===== config.mk =====
export PLATFORM = sky130hd
export DESIGN_NAME = rv_lsu
export DESIGN_NICKNAME = d
export VERILOG_FILES = /design/src/rtl/rv_pkg.sv /design/src/rtl/rv_lsu_align.sv /design/src/rtl/rv_lsu.sv
export SDC_FILE = /design/constraint.sdc
export NUM_CORES = 1
export LEC_CHECK = 0
export CORE_MARGIN = 2
export CORE_UTILIZATION = 46
export CTS_BUF_LIST = sky130_fd_sc_hd__clkbuf_4 sky130_fd_sc_hd__clkbuf_8
export CTS_CLUSTER_DIAMETER = 80
export CTS_CLUSTER_SIZE = 28
export DETAILED_ROUTE_END_ITERATION = 12
export GPL_TIMING_DRIVEN = 0
export PLACE_DENSITY = 0.83
export SLEW_MARGIN = 10
export SYNTH_ARGS = -nofsm -noshare
export SYNTH_HDL_FRONTEND = slang
export SYNTH_SLANG_ARGS = --single-unit

===== constraint.sdc =====
create_clock -name clk -period 2.5 [get_ports clk]
set_input_delay 0.25 -clock clk [delete_from_list [all_inputs] [get_ports clk]]
set_output_delay 0.25 -clock clk [all_outputs]
set_load 0.05 [all_outputs]

===== src/rtl/rv_pkg.sv =====
// Shared definitions for the RV load/store unit: opcodes, access-size codes,
// FSM state type and small decode helpers.
package rv_pkg;

    localparam logic [6:0] OP_LOAD  = 7'b0000011;
    localparam logic [6:0] OP_STORE = 7'b0100011;

    localparam logic [2:0] F3_B  = 3'b000;
    localparam logic [2:0] F3_H  = 3'b001;
    localparam logic [2:0] F3_W  = 3'b010;
    localparam logic [2:0] F3_BU = 3'b100;
    localparam logic [2:0] F3_HU = 3'b101;

    typedef enum logic [1:0] {
        ST_IDLE = 2'd0,
        ST_REQ  = 2'd1,
        ST_WAIT = 2'd2
    } lsu_state_t;

    function automatic logic f3_is_legal(input logic [2:0] f3);
        return (f3 == F3_B) || (f3 == F3_H) || (f3 == F3_W) ||
               (f3 == F3_BU) || (f3 == F3_HU);
    endfunction

    function automatic logic is_misaligned(input logic [2:0] f3, input logic [1:0] off);
        logic w_mis;
        w_mis = 1'b0;
        case (f3)
            F3_H, F3_HU: w_mis = off[0];
            F3_W:        w_mis = (off != 2'b00);
            default:     w_mis = 1'b0;
        endcase
        return w_mis;
    endfunction

endpackage


===== src/rtl/rv_lsu_align.sv =====
// Combinational lane logic: byte enables, store-data replication and
// load-lane extraction with sign/zero extension.
module rv_lsu_align
    import rv_pkg::*;
(
    input  logic [2:0]  i_funct3,
    input  logic [1:0]  i_addr_lo,
    input  logic [31:0] i_wdata,
    input  logic [31:0] i_rdata,
    output logic [3:0]  o_be,
    output logic [31:0] o_wdata_rep,
    output logic [31:0] o_load_data
);

    logic [31:0] w_lane;

    always_comb begin
        w_lane      = i_rdata >> {i_addr_lo, 3'b000};
        o_be        = 4'b1111;
        o_wdata_rep = i_wdata;
        o_load_data = w_lane;

        // funct3[1:0] carries the size; bit 2 only selects zero-extension
        case (i_funct3[1:0])
            2'b00: begin
                o_be        = 4'b0001 << i_addr_lo;
                o_wdata_rep = {4{i_wdata[7:0]}};
            end
            2'b01: begin
                o_be        = 4'b0011 << i_addr_lo;
                o_wdata_rep = {2{i_wdata[15:0]}};
            end
            default: begin
                o_be        = 4'b1111;
                o_wdata_rep = i_wdata;
            end
        endcase

        case (i_funct3)
            F3_B:    o_load_data = {{24{w_lane[7]}}, w_lane[7:0]};
            F3_H:    o_load_data = {{16{w_lane[15]}}, w_lane[15:0]};
            F3_BU:   o_load_data = {24'h0, w_lane[7:0]};
            F3_HU:   o_load_data = {16'h0, w_lane[15:0]};
            default: o_load_data = w_lane;
        endcase
    end

endmodule


===== src/rtl/rv_lsu.sv =====
// Single-outstanding load/store unit: IDLE -> REQ -> (WAIT) with a bus-wait
// timeout, one-cycle writeback and exception pulses.
module rv_lsu
    import rv_pkg::*;
#(
    parameter int TIMEOUT = 255
) (
    input  logic        clk,
    input  logic        rst_n,
    input  logic        req_valid,
    output logic        req_ready,
    input  logic [6:0]  opcode,
    input  logic [2:0]  funct3,
    input  logic [31:0] addr_in,
    input  logic [31:0] wdata,
    input  logic [4:0]  rd_idx,
    output logic        mem_req,
    output logic        mem_we,
    output logic [31:0] mem_addr,
    output logic [3:0]  mem_be,
    output logic [31:0] mem_wdata,
    input  logic        mem_gnt,
    input  logic        mem_rvalid,
    input  logic [31:0] mem_rdata,
    output logic        wb_valid,
    output logic [4:0]  wb_rd,
    output logic [31:0] wb_data,
    output logic        misalign,
    output logic        bus_err,
    output lsu_state_t  dbg_state
);

    // Handshake: an operation is taken on a rising edge where req_valid and
    // req_ready are both high; req_ready is high exactly while IDLE.
    localparam logic [7:0] TO_LAST = 8'(TIMEOUT - 1);

    lsu_state_t  r_state, w_next;
    logic [7:0]  r_cnt, w_cnt_next;
    logic        r_is_store;
    logic [2:0]  r_funct3;
    logic [31:0] r_addr, r_wdata;
    logic [4:0]  r_rd;
    logic        r_wb_valid, r_misalign, r_bus_err;
    logic [4:0]  r_wb_rd;
    logic [31:0] r_wb_data;
    logic        w_accept, w_bad, w_timeout, w_load_done, w_in_req;
    logic [3:0]  w_be;
    logic [31:0] w_wdata_rep, w_load_data;

    assign w_accept = req_valid && (r_state == ST_IDLE);
    assign w_bad    = !((opcode == OP_LOAD) || (opcode == OP_STORE)) ||
                      !f3_is_legal(funct3) || is_misaligned(funct3, addr_in[1:0]);

    always_comb begin
        w_next      = r_state;
        w_cnt_next  = r_cnt;
        w_timeout   = 1'b0;
        w_load_done = 1'b0;
        case (r_state)
            ST_IDLE: begin
                if (w_accept && !w_bad) begin
                    w_next     = ST_REQ;
                    w_cnt_next = 8'd0;
                end
            end
            ST_REQ: begin
                if (mem_gnt) begin
                    w_next     = r_is_store ? ST_IDLE : ST_WAIT;
                    w_cnt_next = 8'd0;
                end else if (r_cnt == TO_LAST) begin
                    w_next    = ST_IDLE;
                    w_timeout = 1'b1;
                end else begin
                    w_cnt_next = r_cnt + 8'd1;
                end
            end
            ST_WAIT: begin
                if (mem_rvalid) begin
                    w_next      = ST_IDLE;
                    w_load_done = 1'b1;
                end else if (r_cnt == TO_LAST) begin
                    w_next    = ST_IDLE;
                    w_timeout = 1'b1;
                end else begin
                    w_cnt_next = r_cnt + 8'd1;
                end
            end
            default: w_next = ST_IDLE;
        endcase
    end

    always_ff @(posedge clk or negedge rst_n) begin
        if (!rst_n) begin
            r_state <= ST_IDLE;
            r_cnt   <= 8'd0;
        end else begin
            r_state <= w_next;
            r_cnt   <= w_cnt_next;
        end
    end

    always_ff @(posedge clk or negedge rst_n) begin
        if (!rst_n) begin
            r_is_store <= 1'b0;
            r_funct3   <= 3'd0;
            r_addr     <= 32'd0;
            r_wdata    <= 32'd0;
            r_rd       <= 5'd0;
        end else if (w_accept) begin
            r_is_store <= (opcode == OP_STORE);
            r_funct3   <= funct3;
            r_addr     <= addr_in;
            r_wdata    <= wdata;
            r_rd       <= rd_idx;
        end
    end

    always_ff @(posedge clk or negedge rst_n) begin
        if (!rst_n) begin
            r_wb_valid <= 1'b0;
            r_wb_rd    <= 5'd0;
            r_wb_data  <= 32'd0;
            r_misalign <= 1'b0;
            r_bus_err  <= 1'b0;
        end else begin
            r_wb_valid <= w_load_done && (r_rd != 5'd0);
            r_misalign <= w_accept && w_bad;
            r_bus_err  <= w_timeout;
            if (w_load_done) begin
                r_wb_rd   <= r_rd;
                r_wb_data <= w_load_data;
            end
        end
    end

    rv_lsu_align u_align (
        .i_funct3    (r_funct3),
        .i_addr_lo   (r_addr[1:0]),
        .i_wdata     (r_wdata),
        .i_rdata     (mem_rdata),
        .o_be        (w_be),
        .o_wdata_rep (w_wdata_rep),
        .o_load_data (w_load_data)
    );

    // Bus outputs are gated by REQ so they read as zero whenever idle or in reset
    assign w_in_req  = (r_state == ST_REQ);
    assign req_ready = (r_state == ST_IDLE);
    assign mem_req   = w_in_req;
    assign mem_we    = w_in_req && r_is_store;
    assign mem_addr  = w_in_req ? {r_addr[31:2], 2'b00} : 32'd0;
    assign mem_be    = w_in_req ? w_be : 4'd0;
    assign mem_wdata = (w_in_req && r_is_store) ? w_wdata_rep : 32'd0;
    assign wb_valid  = r_wb_valid;
    assign wb_rd     = r_wb_rd;
    assign wb_data   = r_wb_data;
    assign misalign  = r_misalign;
    assign bus_err   = r_bus_err;
    assign dbg_state = r_state;

endmodule


Yosys cells after proc, flatten, opt, wreduce, memory -nomap -nowiden. Index checks and enable logic that the tools add are counted. W data, S select, Z words.

Add/sub/neg operators: 1. Equal/unequal tests: 15. Multiplexer cells: 24. Shifts and indexed selects: 3. Reductions and logical operators: 24.

Operators with widths (count): $pmux W32 S4 (1); $mux W32 (2); $pmux W32 S2 (1); $mux W8 (4); $shr A32 B5 Y32 (1); $pmux W8 S3 (1); $eq A3 B3 Y1 const B (4); $mux W2 (5); $add A8 B1 Y8 const B (1); $eq A8 B8 Y1 const B (1); $pmux W4 S2 (1); $eq A7 B2 Y1 const B (1); $eq A7 B6 Y1 const B (1); $logic_or A1 B1 Y1 (7); $eq A3 B1 Y1 const B (2); $logic_not A3 Y1 (2); $pmux W2 S3 (1); $logic_and A1 B1 Y1 (5); $mux W1 (5); $reduce_bool A5 Y1 (1); $eq A2 B1 Y1 const B (2); $logic_not A2 Y1 (2); $mux W4 (1); $pmux W1 S2 (2); other kinds (11) (13).

Output and inout port bits: 113. Bits of input ports: 116. Register bits: 123.

Logic depth before layout (Yosys ltp). Gate-level depths: netlist (run 1).

Word-level depth: 12. Gate-level depth with buffers: 9. Gate-level depth less buffers: 7.

Hierarchy. From an unflattened synthesis (run 1), not the netlist that was laid out.

Cell total of the unflattened synthesis: 597. Area, all modules: 6740.2 um^2.

By module, submodules not included: rv_lsu (area an instance 5467.7 um^2, cells each 406, times used 1); rv_lsu_align (area an instance 1272.5 um^2, cells each 191, times used 1).

Worst setup path before layout (run 1). Ideal clock, no wire load.

Path kind: register -> output. From: register r_state[0] (netlist: dbg_state[0]). To: output mem_wdata[13]. Setup slack: -416 ps. Arrival time: 2666 ps. Required time: 2250 ps. Cell stages (with the launch flop): 6. Cell sequence: dfrtp_1 > ha_1 > clkbuf_1 > nand2_1 > clkbuf_1 > a21oi_1.

Cells in the longest elaborated chain, start to end: 3.

Ends and longest elaborated chain: from (decl) (RTL line rv_lsu.sv:37) `lsu_state_t r_state, w_next;`; from (signal assigned) (RTL line rv_lsu.sv:97) `r_state <= w_next;`; $eq A2 B1 Y1 (RTL line rv_lsu.sv:147) `assign w_in_req = (r_state == ST_REQ);`; net mem_req (RTL line rv_lsu.sv:17) `output logic mem_req,`; $logic_and A1 B1 Y1 (RTL line rv_lsu.sv:153) `assign mem_wdata = (w_in_req && r_is_store) ? w_wdata_rep : 32'd0;`; $mux W32 (RTL line rv_lsu.sv:153); to (decl) (RTL line rv_lsu.sv:21) `output logic [31:0] mem_wdata,`.

The timed path passes the listed nets, and every way through them passes these cells.

Worst setup path in the final report (run 1).
From: register r_funct3[1]. To: output mem_wdata[10].

Cells in the longest elaborated chain, start to end: 3.

Ends and longest elaborated chain: from (decl) (RTL line rv_lsu.sv:40) `logic [2:0] r_funct3;`; from (signal assigned) (RTL line rv_lsu.sv:111) `r_funct3 <= funct3;`; $eq A2 B1 Y1 or $logic_not A2 Y1 (tied branches) (RTL line rv_lsu_align.sv:24) `case (i_funct3[1:0])`; $pmux W32 S2 * (RTL line rv_lsu_align.sv:24); $mux W32 * (RTL line rv_lsu.sv:153).

Every way passes the cells marked *; elsewhere a longest branch is shown, timed or not.

==> results of run 1 <==
-- registers in the layout, indices dropped and copies added (netlist names), 2 cells and up --
register   flops
r_cnt          8
wb_data       32
r_funct3       3
r_addr        32
r_wdata       32
wb_rd          5
r_rd           5
dbg_state      2
-- stage by stage --
step                      worst slack, ps  TNS, ps
after floorplan                     -40.7     -470
after global routing                 1.51        0
final                                82.0        0
after global placement              -4030  -458100
after detailed placement             -644   -22120
after CTS                            30.1        0
-- kinds of logic (layout without fill, tap and decap cells) --
logic type	after synthesis	after routing
compound gates	102	102
flops	123	123
other cells	1	2
buf+inv	49	303
fa+ha+maj	6	6
mux	113	113
simple gates	177	177
-- cells in the final DEF, fill, tap and decap left out, types with 21 or more instances in the layout --
cell / n
and2_1: 31
mux2i_1: 31
mux2_2: 80
dfrtp_1: 122
nand2_1: 67
clkdlybuf4s15_2: 48
clkbuf_8: 21
nor2_1: 36
o21ai_0: 21
clkdlybuf4s50_1: 158
a21oi_1: 40
-- critical path, cell delays in order (launching register included) --
cell and delay [ps]:
dfrtp_1 360, clkbuf_2 160, nor2_2 380, nand2_1 100, a21oi_1 200, clkdlybuf4s15_1 530
-- layout make-up --
| cell class | count | area [um^2] |
|---|---|---|
| Timing Repair Buffer | 228 | 2290 |
| Buffer | 38 | 213 |
| Clock inverter | 9 | 120 |
| Multi-Input combinational cell | 400 | 2950 |
| Sequential cell | 123 | 3080 |
| Fill cell | 962 | 3900 |
| Inverter | 7 | 26.3 |
| Tap cell | 176 | 220 |
| Clock buffer | 21 | 283 |
-- metal layers --
metal,share of wire,track usage,vias to the layer above
met2,0.48,0.454,248
met3,0.098,0.110,38
met1,0.39,0.310,2631
li1,-,-,2479
met4,0.031,0.114,0
met5,0,0,-
-- worst max path at each step --
| stage | end |
|---|---|
| 6_report | mem_wdata[10] |
| 2_1_floorplan | mem_wdata[10] |
| 4_1_cts | mem_be[2] |
| 3_3_place_gp | dbg_state[0]$_DFFE_PN0P_ |
| 5_1_grt | mem_wdata[25] |
| 3_5_place_dp | mem_wdata[30] |
-- power by group through the flow --
stage          Sequential (mW)  Combinational (mW)  Clock (mW)
3_3_place_gp              3.40                6.43           0
2_1_floorplan             4.20                3.70           0
6_report                  3.47                6.52        1.81
5_1_grt                   3.58                6.90        1.95
4_1_cts                   3.43                6.58        1.84
3_5_place_dp              3.46                6.59           0
-- what timing repair did --
item / in CTS / in global routing
hold buffers: 1 / 0
gates resized for setup: 213 / 23
setup endpoints to repair: 67 / 33
endpoints found under the hold margin: 50 / 0
==> summary.txt, run 1 <==
Critical path
  – Worst Setup Path Type: reg2out
  – Req. time, crit path: 2250 ps
  – Crit-path max FO: 8
  – Startpoint Class: register
  – Crit. End Element: output port
  – Critical path origin: r_funct3[1]$_DFFE_PN0P_
  – Worst r2r dst: r_wdata[0]$_DFFE_PN0P_
  – Reg2reg setup slack: 220 ps
  – Crit path DAT: 2170 ps
  – R2r worst-path depth: 6
  – Reg2reg start: dbg_state[1]$_DFFE_PN0P_

Logic synthesis
  – Synthesized instance count: 571
  – Synth warn: 0
  – Synth area leader: dfrtp_1
  – Unique masters post-synth: 45
  – Most frequent cell after synthesis: dfrtp_1
  – Mux contribution to synthesized area: 0.204
  – Adder and majority gate portion of the synthesized area: 0.0123
  – Synth top area share: 0.503
  – Synth top area cells: dfrtp_1 (50%), mux2_2 (15%), mux2i_1 (5.1%)
  – Post-synthesis sequential area ratio: 0.503
  – Synth Area in Compound Gates: 0.108
  – Post-synthesis register bit count: 123
  – Post-synth EDFFs: 0
  – Main synth FF type: dfrtp_1
  – Main combinational cell family by area after synthesis: multiplexers
  – Mapped cell area: 0.00611 mm^2
  – Post-synth top cells: dfrtp_1 (123), mux2_2 (80), nand2_1 (68)
  – Ys async rst share: 1.00
  – Mean Syn Cell Area: 10.7 um^2
  – Xor-xnor portion of the synthesized cell area: 0
  – Synth Area in Simple Gates: 0.136

Power
  – Leak pwr: 3.98 nW
  – P_sw: 5.37 mW
  – Comb pwr share: 0.552
  – Clock power frac: 0.153
  – VDD IR max: 0.734 mV
  – Total power draw: 11.8 mW
  – Switching Fraction: 0.455
  – Internal: 6.43 mW
  – Power per cell area: 1280 mW/mm^2
  – Sequential power share: 0.294

Timing
  – RSZ-0062 raised after global routing: false
  – Slew Viols, Final: 0
  – Final Cycle Share: 0.967
  – Hold Slack: 331 ps
  – Min Tclk post-route: 2420 ps
  – Normalized max-slew margin: 0.505
  – Max Freq: 0.414 GHz
  – Hold Fails Final Rpt: 0
  – Setup violations, final: 0
  – Clock skew: 11.3 ps
  – Slew at the pin closest to its max-slew limit: 743 ps

Die
  – Die ar.: 0.0142 mm^2
  – Row Count: 42
  – Die width: 119 um
  – Io pins: 229
  – Initial core utilization: 0.467
  – Core area: 0.0131 mm^2
  – Die Height: 119 um

Routing
  – Initial drt markers: 377
  – Overall routed net length: 18.8 mm
  – Residual DRC count: 0
  – Drt pass-1 iters: 5
  – Avg WL per Cell: 18.8 um
  – Total number of vias: 5396
  – Antenna-violating nets left: 0
  – Vias per inst: 5.39

Global routing
  – Initial antenna violation count: 0
  – First-pass GRT wire length: 29.8 mm
  – Largest net degree at the start of global routing: 74
  – Vias in the first global route: 5671
  – GRT Total Usage: 0.272
  – Total grt overflow: 0

Placed design
  – GPL Wtd Cong: 0.887
  – Placed cell areas: 0.00875 mm^2
  – Port Buf Inserts: 226
  – Dpl hpwl: 14.2 mm
  – Cell count after placement: 975

Layout
  – Layout Area Growth over Synthesis: 50.2%
  – Final core occ: 0.702
  – Finished Cell Area: 0.00918 mm^2
  – Layout cell share with drive strength beyond 1: 0.278
  – Antenna Diode Count: 0
  – Final net count: 937
  – Final non-filler cell total: 1002

Outcome
  – Status: finished clean

Clock network
  – CTS HTree Levels: 4
  – Clock-pin slew on the worst setup and hold paths: 70 ps
  – CTS tree: yes
  – Clk root buf: clkbuf_8
  – Cts bufs inserted: 17
  – Setup bufs post-CTS: 0
  – Clk sinks: 123
  – Worst-Skew Late Latency: 440 ps
  – CTS max path bufs: 2

Run
  – # Max-Cap Violations: 0

Worst hold path
  – Hold Crit Class: in2async
No activity file was read; power rests on OpenSTA's default activity.
==> run 2: changes to the inputs <==
--- a/config.mk
+++ b/config.mk
@@ -5,8 +5,9 @@
 export SDC_FILE = /design/constraint.sdc
 export NUM_CORES = 1
 export LEC_CHECK = 0
+export ABC_AREA = 1
 export CORE_MARGIN = 2
-export CORE_UTILIZATION = 46
+export CORE_UTILIZATION = 47
 export CTS_BUF_LIST = sky130_fd_sc_hd__clkbuf_4 sky130_fd_sc_hd__clkbuf_8
 export CTS_CLUSTER_DIAMETER = 80
 export CTS_CLUSTER_SIZE = 28
==> summary.txt, run 2 <==
Logic synthesis
  – Synthesized instance count: 891
  – Unique masters post-synth: 35
  – Ys async rst share: 1.00
  – Synth warn: 0
  – Post-synthesis sequential area ratio: 0.478
  – Main synth FF type: dfrtp_1
  – Post-synth top cells: nand2_1 (363), dfrtp_1 (123), inv_1 (85)
  – Synth top area share: 0.478
  – Post-synthesis register bit count: 123
  – Synth area leader: dfrtp_1
  – Post-synth EDFFs: 0
  – Mean Syn Cell Area: 7.23 um^2
  – Mapped cell area: 0.00644 mm^2
  – Synth top area cells: dfrtp_1 (48%), nand2_1 (21%), inv_1 (5.0%)
  – Most frequent cell after synthesis: nand2_1

Critical path
  – Worst r2r dst: r_cnt[2]$_DFFE_PN0P_
  – Reg2reg start: dbg_state[0]$_DFFE_PN0P_
  – Crit path DAT: 2170 ps
  – Crit-path max FO: 10
  – Reg2reg setup slack: 360 ps
  – Critical path origin: dbg_state[1]$_DFFE_PN0P_
  – Worst Setup Path Type: reg2out
  – Startpoint Class: register
  – Critical path destination: mem_wdata[31]
  – Crit. End Element: output port
  – Req. time, crit path: 2250 ps
  – R2r worst-path depth: 8

Timing
  – Hold Fails Final Rpt: 0
  – Clock skew: 10.0 ps
  – Slew at the pin closest to its max-slew limit: 699 ps
  – Max Freq: 0.413 GHz
  – Setup TNS: 0 ps
  – Setup violations, final: 0
  – Min Tclk post-route: 2420 ps
  – Normalized max-slew margin: 0.534
  – Slew Viols, Final: 0
  – Final Cycle Share: 0.968

Routing
  – Antenna-violating nets left: 0
  – Initial drt markers: 548
  – Total number of vias: 6834
  – Overall routed net length: 20.8 mm
  – Avg WL per Cell: 15.7 um
  – Residual DRC count: 0
  – Drt pass-1 iters: 5
  – Vias per inst: 5.15

Clock network
  – Clk sinks: 123
  – Clk root buf: clkbuf_8
  – Cts bufs inserted: 17
  – Worst-Skew Late Latency: 450 ps
  – Clock-pin slew on the worst setup and hold paths: 60 ps
  – CTS HTree Levels: 4
  – CTS tree: yes
  – CTS max path bufs: 2

Die
  – Core area: 0.0133 mm^2
  – Die ar.: 0.0147 mm^2
  – Die width: 121 um
  – Initial core utilization: 0.484
  – Row Count: 42
  – Io pins: 229
  – Die Height: 121 um

Layout
  – Layout Area Growth over Synthesis: 48.4%
  – Fill count: 1093
  – Finished Cell Area: 0.00956 mm^2
  – Final non-filler cell total: 1326
  – Antenna Diode Count: 0
  – Commonest non-fill, non-tap cell in the layout: nand2_1
  – Final core occ: 0.719
  – Commonest non-fill, non-tap cells in the layout: nand2_1 (362), clkdlybuf4s50_1 (158), dfrtp_1 (121)
  – Final net count: 1263
  – Layout cell share with drive strength beyond 1: 0.148

Placed design
  – Placed cell areas: 0.00910 mm^2
  – GPL Wtd Cong: 0.885
  – Dpl hpwl: 15.4 mm
  – Cell count after placement: 1295
  – Port Buf Inserts: 226

Global routing
  – Met2 usage: 0.468
  – Largest net degree at the start of global routing: 67
  – Total grt overflow: 0
  – Met1 usage: 0.360
  – Initial antenna violation count: 0
  – GRT Total Usage: 0.290
  – Busiest grt layer: met2
  – Vias in the first global route: 6575
  – GR Util met3: 0.0949
  – First-pass GRT wire length: 32.8 mm

Power
  – Leak pwr: 4.77 nW
  – Power per cell area: 1250 mW/mm^2
  – VDD IR max: 0.704 mV
  – Total power draw: 11.9 mW

Worst hold path
  – Hold Crit Class: in2async

Run
  – # Max-Cap Violations: 0

Outcome
  – Status: finished clean
## run 2: area by class of cell
type / instances / area, um^2 / share of cell area
Tap cell: 176 / 220 / 0.0230
Buffer: 48 / 264 / 0.0276
Sequential cell: 123 / 3080 / 0.322
Clock inverter: 2 / 35.0 / 0.00367
Clock buffer: 26 / 333 / 0.0348
Multi-Input combinational cell: 627 / 2940 / 0.308
Inverter: 93 / 353 / 0.0369
Timing Repair Buffer: 231 / 2330 / 0.244
## run 2: logic make-up (layout without fill, tap and decap cells)
family | Yosys count | count (layout) | share of synthesized area
and+or+nand+nor | 521 | 521 | 0.333
buffers and inverters | 142 | 400 | 0.0927
DFF | 123 | 123 | 0.478
AOI/OAI and AO/OA | 98 | 98 | 0.0838
adders and majority gates | 6 | 6 | 0.0117
other | 1 | 2 | 0.000582
## run 2: worst min-delay path by stage
stage / depth (start not counted) / endpoint
global route: 3 / r_wdata[8]$_DFFE_PN0P_
floorplan: 0 / bus_err$_DFF_PN0_
detailed placement: 1 / wb_rd[0]$_DFFE_PN0P_
finish: 2 / wb_rd[0]$_DFFE_PN0P_
CTS: 3 / r_wdata[19]$_DFFE_PN0P_
global placement: 2 / r_wdata[18]$_DFFE_PN0P_
## run 2: what timing repair did
item,CTS,global route
resized for setup,243,26
endpoints found under the setup margin,67,51
buffers inserted,0,3
pin swaps,0,1
hold buffers,1,0
hold endpoints to repair,57,0
## run 2: where the power goes
part | internal (mW) | switching (mW)
logic | 2.11 | 4.65
clock network | 0.939 | 0.751
registers | 2.88 | 0.572
## run 2: critical path, stage by stage, from the launching register on
cell      delay (ps)
dfrtp_2          450
inv_1            130
ha_4             210
nand2_2          120
clkbuf_2         240
nor3_2           270
buf_2            300
## run 2: metrics by stage
step	setup slack [ps]	hold slack, ps
2_1_floorplan	-0.219	-45.6
3_5_place_dp	-383	253
6_report	79.2	318
5_1_grt	-0.0988	322
4_1_cts	0.542	317
3_3_place_gp	-4090	455
## run 2: routing by layer
| layer | vias to the layer above | wire, um |
|---|---|---|
| met5 | - | 0 |
| met4 | 0 | 548 |
| met3 | 40 | 2210 |
| met2 | 354 | 9700 |
| met1 | 3166 | 8320 |
| li1 | 3274 | - |
